$ cat src/rtl/qosc_pkg.sv
// Purpose: shared types and default parameters for the quadrature-oscillator amplitude monitor.
// Latency: n/a (types and constants only).
// Backpressure: n/a.
// Optional feature macro used by the monitor: QOSC_AMP_MON_ZC_EN (zero-crossing counter).
package qosc_pkg;

  localparam int          W_DEF        = 8;
  localparam int          LOG2_WIN_DEF = 4;
  localparam int unsigned TOL_DEF      = 32'h10;

  typedef enum logic [1:0] {
    IDLE   = 2'd0,
    SQ_RE  = 2'd1,
    SQ_IM  = 2'd2,
    REPORT = 2'd3
  } state_e;

  // Result record at the default widths. The monitor re-declares the same
  // layout at its own parameter widths so non-default builds stay consistent.
  typedef struct packed {
    logic [2*W_DEF-1:0]    mean;
    logic                  low;
    logic                  high;
    logic [LOG2_WIN_DEF-1:0] zc;
  } result_t;

endpackage

$ cat src/rtl/qosc_squarer.sv
// Purpose: combinational square of a signed W-bit value, 2W-bit unsigned result.
// Latency: 0 cycles (purely combinational).
// Backpressure: none.
// Ports: a (signed W-bit operand), sq (a*a, unsigned 2W bits).
module qosc_squarer
  import qosc_pkg::*;
#(
  parameter int W = W_DEF
) (
  input  logic signed [W-1:0]   a,
  output logic        [2*W-1:0] sq
);

  // Largest square is (-2^(W-1))^2 = 2^(2W-2), which is positive in 2W signed bits.
  logic signed [2*W-1:0] prod;

  assign prod = a * a;
  assign sq   = prod;

endmodule

$ cat src/rtl/qosc_amp_monitor.sv
// Purpose: windowed mean of |z|^2 over 2^LOG2_WIN samples, compared against a target power band.
// Latency: 3 cycles per sample; result valid 1 cycle after the last sample's SQ_IM cycle.
// Backpressure: s_ready only in IDLE (1 sample / 3 clocks); result held in REPORT until m_ready.
// Ports: clk, rst_n (async active-low); s_valid/s_ready/s_re/s_im sample input;
//        target power; m_valid/m_ready/m_mean/m_low/m_high/m_zc_count result output.
// Macro QOSC_AMP_MON_ZC_EN enables the positive-going zero-crossing counter on re;
// without it m_zc_count is tied to 0 and no sign/counter registers exist.
module qosc_amp_monitor
  import qosc_pkg::*;
#(
  parameter int          W        = W_DEF,
  parameter int          LOG2_WIN = LOG2_WIN_DEF,
  parameter int unsigned TOL      = TOL_DEF
) (
  input  logic                  clk,
  input  logic                  rst_n,
  input  logic                  s_valid,
  output logic                  s_ready,
  input  logic signed [W-1:0]   s_re,
  input  logic signed [W-1:0]   s_im,
  input  logic [2*W-1:0]        target,
  output logic                  m_valid,
  input  logic                  m_ready,
  output logic [2*W-1:0]        m_mean,
  output logic                  m_low,
  output logic                  m_high,
  output logic [LOG2_WIN-1:0]   m_zc_count
);

  localparam int                PW       = 2 * W;
  localparam int                SW       = PW + LOG2_WIN;
  localparam logic [PW:0]       TOL_X    = (PW+1)'(TOL);
  localparam logic [PW:0]       PMAX     = {1'b0, {PW{1'b1}}};
  localparam logic [LOG2_WIN-1:0] CNT_LAST = {LOG2_WIN{1'b1}};

  typedef struct packed {
    logic [PW-1:0]       mean;
    logic                low;
    logic                high;
    logic [LOG2_WIN-1:0] zc;
  } res_t;

  state_e                state_q, state_d;
  logic signed [W-1:0]   re_q, re_d;
  logic signed [W-1:0]   im_q, im_d;
  logic [PW-1:0]         tmp_q, tmp_d;
  logic [SW-1:0]         sum_q, sum_d;
  logic [LOG2_WIN-1:0]   cnt_q, cnt_d;
  res_t                  res_q, res_d;

  logic signed [W-1:0]   sq_in;
  logic [PW-1:0]         sq_out;
  logic [SW-1:0]         sum_acc;
  logic [PW-1:0]         mean_new;
  logic [PW:0]           tgt_x, lo_bnd, hi_raw, hi_bnd;
  logic [LOG2_WIN-1:0]   zc_cur;

  // One squarer, time-shared: re in SQ_RE, im in SQ_IM.
  assign sq_in = (state_q == SQ_IM) ? im_q : re_q;

  qosc_squarer #(.W(W)) u_sq (
    .a  (sq_in),
    .sq (sq_out)
  );

  // Accumulated sum including the current sample; only meaningful in SQ_IM.
  assign sum_acc  = sum_q + SW'(tmp_q) + SW'(sq_out);
  assign mean_new = sum_acc[SW-1:LOG2_WIN];

  // Tolerance band in 2W+1 bits so both ends saturate instead of wrapping.
  always_comb begin
    tgt_x  = {1'b0, target};
    lo_bnd = (tgt_x >= TOL_X) ? (tgt_x - TOL_X) : '0;
    hi_raw = tgt_x + TOL_X;
    hi_bnd = (hi_raw > PMAX) ? PMAX : hi_raw;
  end

`ifdef QOSC_AMP_MON_ZC_EN
  // Sign history persists across windows; only the count is cleared on report.
  logic                neg_q, neg_d;
  logic [LOG2_WIN-1:0] zc_q, zc_d;

  always_comb begin
    neg_d = neg_q;
    zc_d  = zc_q;
    if (state_q == IDLE && s_valid) begin
      neg_d = s_re[W-1];
      if (neg_q && !s_re[W-1] && (zc_q != CNT_LAST)) begin
        zc_d = zc_q + 1'b1;
      end
    end else if (state_q == REPORT && m_ready) begin
      zc_d = '0;
    end
  end

  always_ff @(posedge clk or negedge rst_n) begin
    if (!rst_n) begin
      neg_q <= 1'b0;
      zc_q  <= '0;
    end else begin
      neg_q <= neg_d;
      zc_q  <= zc_d;
    end
  end

  assign zc_cur = zc_q;
`else
  assign zc_cur = '0;
`endif

  always_comb begin
    state_d = state_q;
    re_d    = re_q;
    im_d    = im_q;
    tmp_d   = tmp_q;
    sum_d   = sum_q;
    cnt_d   = cnt_q;
    res_d   = res_q;
    s_ready = 1'b0;
    m_valid = 1'b0;

    case (state_q)
      IDLE: begin
        s_ready = 1'b1;
        if (s_valid) begin
          re_d    = s_re;
          im_d    = s_im;
          state_d = SQ_RE;
        end
      end
      SQ_RE: begin
        tmp_d   = sq_out;
        state_d = SQ_IM;
      end
      SQ_IM: begin
        sum_d = sum_acc;
        cnt_d = cnt_q + 1'b1;
        if (cnt_q == CNT_LAST) begin
          res_d.mean = mean_new;
          res_d.low  = ({1'b0, mean_new} < lo_bnd);
          res_d.high = ({1'b0, mean_new} > hi_bnd);
          res_d.zc   = zc_cur;
          state_d    = REPORT;
        end else begin
          state_d = IDLE;
        end
      end
      REPORT: begin
        m_valid = 1'b1;
        if (m_ready) begin
          sum_d   = '0;
          cnt_d   = '0;
          state_d = IDLE;
        end
      end
      default: state_d = IDLE;
    endcase
  end

  always_ff @(posedge clk or negedge rst_n) begin
    if (!rst_n) begin
      state_q <= IDLE;
      re_q    <= '0;
      im_q    <= '0;
      tmp_q   <= '0;
      sum_q   <= '0;
      cnt_q   <= '0;
      res_q   <= '0;
    end else begin
      state_q <= state_d;
      re_q    <= re_d;
      im_q    <= im_d;
      tmp_q   <= tmp_d;
      sum_q   <= sum_d;
      cnt_q   <= cnt_d;
      res_q   <= res_d;
    end
  end

  assign m_mean     = res_q.mean;
  assign m_low      = res_q.low;
  assign m_high     = res_q.high;
  assign m_zc_count = res_q.zc;

endmodule

$ cat config.mk
export PLATFORM = sky130hd
export DESIGN_NAME = qosc_amp_monitor
export DESIGN_NICKNAME = d
export VERILOG_FILES = /design/src/rtl/qosc_pkg.sv /design/src/rtl/qosc_squarer.sv /design/src/rtl/qosc_amp_monitor.sv
export SDC_FILE = /design/constraint.sdc
export NUM_CORES = 1
export LEC_CHECK = 0
export ABC_AREA = 1
export CORE_UTILIZATION = 50
export CTS_CLUSTER_SIZE = 8
export DETAILED_ROUTE_END_ITERATION = 16
export GPL_ROUTABILITY_DRIVEN = 0
export GPL_TIMING_DRIVEN = 0
export PLACE_DENSITY = 0.7
export SETUP_SLACK_MARGIN = 0.05
export SYNTH_ARGS = -nofsm -noshare
export SYNTH_HDL_FRONTEND = slang
export SYNTH_HIERARCHICAL = 1
export SYNTH_SLANG_ARGS = --single-unit
$ cat constraint.sdc
create_clock -name clk -period 22.3 [get_ports clk]
set_input_delay 6.69 -clock clk [delete_from_list [all_inputs] [get_ports clk]]
set_output_delay 6.69 -clock clk [all_outputs]
set_load 0.02 [all_outputs]
After elaboration in Yosys (flattened, before gate mapping)

Cells that the tools add are included.

Register bits after elaboration: 76
Bits of input ports: 36
Word-level logic and storage cells: 44

Multiply operators: 1
Add/subtract/negate cells: 5
Order comparisons: 4
Eq/ne operators: 6
Mux-type cells: 13
Reduce and logical (&&, ||, !) cells: 6

Operator list:

| cell                  | count |
|---|---|
| $add 20x16->20        | 2 |
| $pmux 20 s2           | 1 |
| $mux 17               | 2 |
| $mux 20               | 1 |
| $add 16x5->17 const B | 1 |
| $gt 16x17->1          | 1 |
| $gt 17x16->1 const B  | 1 |
| $lt 16x17->1          | 1 |
| $sub 16x5->17 const B | 1 |
| $ge 16x5->1 const B   | 1 |
| $mul 8x8->16          | 1 |
| $mux 8                | 1 |
| $pmux 2 s4            | 1 |
| $pmux 4 s2            | 1 |
| $reduce_and 2->1      | 4 |
| $mux 2                | 3 |
| $add 4x1->4 const B   | 1 |
| $eq 2x2->1 const B    | 2 |
| $eq 4x4->1 const B    | 1 |
| $mux 4                | 1 |
| $ne 2x2->1 const B    | 2 |
| $eq 2x1->1 const B    | 1 |
| $logic_not 2->1       | 1 |
| $mux 1                | 2 |
| $reduce_bool 2->1     | 1 |

Depth between registers and ports, before layout

Depth in word-level cells: 5
Mapped depth: 44
Gate-level depth less buffers: 42

By module

Netlist, hierarchy kept.

By module, submodules not included:

| module           | area each (um^2) | times used | seq. area each (um^2) | cells an instance |
|---|---|---|---|---|
| qosc_amp_monitor | 5,804.3          | 1          | 1,901.8               | 733 |
| qosc_squarer     | 2,412.3          | 1          | 0.0                   | 342 |

Worst setup path after synthesis

No wires, ideal clock.

Path kind: input -> register
From: input port target[4]
To: register res_q, in the netlist m_high
Buffers on the path: 1
Setup time: 0.116 ns
Slack: 13.436 ns
Arrival time: 8.748 ns
Stages on the path: 22
Data required time: 22.184 ns
Cells stage by stage: ha_1 > nand2_1 > nor2_4 > nand2_4 > nor2_4 > nand3_1 > nand2_1 > nand2_1 > nor2_1 > nand3_1 > nand2_2 > buf_6 > nor2_1 > ha_1 > nand2_1 > inv_1 > o21ai_0 > a21oi_1 > a211oi_1 > o21ai_0 > nand2_1 > nand2_1

Longest elaborated chain between the ends: 4

Ends and longest elaborated chain:

| element                | RTL line                | source |
|---|---|---|
| start: declaration     | qosc_amp_monitor.sv:21  | `input logic [2*W-1:0] target,` |
| $add 16x5->17 *        | qosc_amp_monitor.sv:74  | `hi_raw = tgt_x + TOL_X;` |
| $gt 17x16->1           | qosc_amp_monitor.sv:75  | `hi_bnd = (hi_raw > PMAX) ? PMAX : hi_raw;` |
| $mux 17 *              | qosc_amp_monitor.sv:75  |  |
| $gt 16x17->1 *         | qosc_amp_monitor.sv:141 | `res_d.high = ({1'b0, mean_new} > hi_bnd);` |
| end signal: assignment | qosc_amp_monitor.sv:176 | `res_q <= res_d;` |
| end: declaration       | qosc_amp_monitor.sv:49  | `res_t res_q, res_d;` |

Mark *: on every way between the ends. The rest lies on a longest branch, timed or not.
A chain may end at the register's enable or synchronous reset.

Final worst setup path

From: input port target[5]
To: register res_q, in the netlist m_high

The elaborated chain is that of the path after synthesis.

==> impl_metrics.toml <==
[hold_path]
worst_hold_path.num_cells = 2
hold-path-endpoint = "m_mean[0]"
hp-start = "m_mean[0]"
hp-class = "reg -> reg"

[yosys]
synth_common_cells = "nand2_1 (289), inv_1 (170), nor2_1 (89)"
yosysWarnings = 6
ys_ff_latch = 76
synthDistinctLibCells = 44
yosysSeqAreaShare_pct = 23.1
syn_inst = 1075
synth_top_family_by_area = "adder cells"
syn_avg_cell_area_um2 = 7.64
async_flop_share_pct = 100
synthAdderAreaFrac_pct = 26.6
yosysTopAreaCell = "dfrtp_1"
synth_most_common_cell = "nand2_1"
synth_simple_gate_area_share_pct = 25.7
synth.top_cell.area_share_pct = 23.1
synthTopCellsByArea = "dfrtp_1 (23%), fa_1 (15%), nand2_1 (13%)"
syn-cell-area_um2 = 8220
synth_xor_area_share_pct = 2.66
yosys_most_used_dff = "dfrtp_1"
synth-edff-count = 0
synth_compound_area_share_pct = 7.10
synth_mux_area_share_pct = 4.39

[timing]
hold_viol_final = 0
worst_slew_pin_slew_ns = 0.594
rsz0062_at_grt = "false"
clock-skew-final_ns = 0.0101
fmax_mhz = 101
fin_setup_tns_ns = 0
period_minus_slack_ns = 9.88
setup-violations-final = 0
slew_headroom_pct = 60.3
post-route-period-util_pct = 44.3
drv_slew = 0

[critical_path]
crit_path_max_incr_delay_ns = 0.57
start_kind = "primary input"
crit_top_cell = "nand2_1"
r2r_slack_ns = 13.64
crit_required_ns = 22.53
cp-end-kind = "flop"
crit_chain = "clkdlybuf4s50_1 > ha_1 > nand2_1 > nor2_4 > nand2_4 > nor2_4 > nand3_1 > nand2_1 > nand2_1 > nor2_1 > nand3_1 > nand2_2 > buf_6 > nor2_1 > ha_1 > nand2_1 > inv_1 > o21ai_0 > a21oi_1 > a211oi_1 > o21ai_0 > nand2_1 > nand2_1"
rr_worst_depth = 38
r2r-end = "m_high"
crit_buf_inv = 3
cp.arrival_ns = 10.11
cp_max_fo = 10
critical_path_class = "in -> reg"
crit_slowest_cell = "clkdlybuf4s50_1"
regToRegStartpoint = "state_q[1]"
crit_family = "simple AND/OR/NAND/NOR gates"

[route]
dr.pass1.iters = 5
route.met2.wl_um = 7700
totalWireLength_um = 18200
wl_met1_um = 9390
drt_iter0_markers = 442
route.top_layer_used = "met4"
wl_per_cell_um = 13.3
drc = 0
wl_met3_um = 908
antenna_left = 0
vias = 6883
viasPerCell = 5.06

[placement]
hpwl_um = 15200
port_buffers = 51

[die]
start_util_pct = 51.5
ios = 60
core_um2 = 15900
die-area_um2 = 16900
die_h_um = 130
fp.dieW_um = 130
rows = 46

[clocking]
clkLatencyLatePin_ns = 0.34
cts_tree = "yes"
cts_resized = 0
postCtsHoldBufs = 0
clk_path_buf_depth = 2
htree_levels = 3
cts_buffers = 9
cts.sinks = 76
path_clk_slew_ns = 0.06
postCtsSetupRepairBufs = 0
cts_root_buf = "clkbuf_16"

[global_route]
grt_usage_pct = 23.8
antenna_found_initial = 0
grt_pass1_wl_um = 31500
grt_pass1_vias = 6647
overflow = 0
grt_max_degree = 59

[final_layout]
nFillCells = 1465
area_growth_pct = 13.3
nets = 1316
drive_gt1_share_pct = 8.91
diodes = 0

[job]
cap_viol_max_count = 0

[run_status]
status = "complete, no violations"
state kept, by name, indices dropped and copies added (netlist names):
signal	flops
state_q	2
cnt_q	4
sum_q	20
m_high	1
m_mean	16
tmp_q	16
m_low	1
re_q	8
im_q	8
placed cells by master, fill, tap and decap left out, types with 5 or more instances in the layout:
master,synthesis,routed
nand2_1,289,289
inv_1,170,170
nor2_1,89,89
ha_1,79,79
dfrtp_1,76,76
nand3_1,63,63
fa_1,60,60
clkdlybuf4s50_1,0,50
a21oi_1,37,37
o21ai_0,32,32
mux2_2,32,32
xor2_1,20,20
clkbuf_1,11,11
buf_4,9,10
nand2_2,10,10
nand4_1,10,10
clkbuf_16,0,9
and2_1,8,8
buf_2,7,7
o21bai_1,7,7
xnor2_1,5,5
a22o_1,5,5
conb_1,2,5
logic make-up after synthesis:
family,after synthesis
xor gates and xnor gates,25
AOI/OAI and AO/OA,101
muxes,32
buffers and inverters,205
DFF,76
adders and majority gates,139
other,2
and+or+nand+nor,495
layer usage:
metal | global-route usage, % | vias to the layer above
met5 | 0 | -
met4 | 4.31 | 0
met3 | 3.36 | 13
met2 | 36.1 | 154
met1 | 36.2 | 3219
li1 | - | 3497
worst max-delay path by stage:
stage	slack (ns)	cells after the start	from	to
2_1_floorplan	13.44	22	target[4]	m_high
3_3_place_gp	11.83	1	rst_n	m_high
3_5_place_dp	12.18	23	target[5]	m_high
4_1_cts	12.51	23	target[5]	m_high
5_1_grt	12.07	23	target[5]	m_high
6_report	12.42	23	target[5]	m_high
tightest hold or removal path, delay by kind of cell, from the launching register on:
kind	cells	cell delay, ns
flops	1	0.34
compound gates	1	0.06
simple gates	1	0.05
cell type report:
cell class	instances	area (µm²)	area share [%]
plain buffers	31	189	2.03
clock buffers	10	239	2.57
clock inverters	5	36.3	0.390
inverters	174	653	7.02
multi-input cells	797	5480	58.9
flip-flops and latches	76	1900	20.4
well taps	216	270	2.90
repair buffers	52	536	5.75
through the flow:
step	util, %	worst slack [ns]	area [µm²]	instances	hold WS, ns
6_report	58.4	12.42	9310	1361	0.484
5_1_grt	58.4	12.07	9310	1361	0.508
4_1_cts	58.4	12.51	9310	1361	0.490
3_5_place_dp	56.7	12.18	9030	1346	0.468
3_3_place_gp	56.5	11.83	9010	1345	0.474
2_1_floorplan	-	13.44	8230	1078	0.456
Power is left out: the tool's default activity adds up to more than one toggle a clock period on the data nets, which glitch-free logic cannot reach.
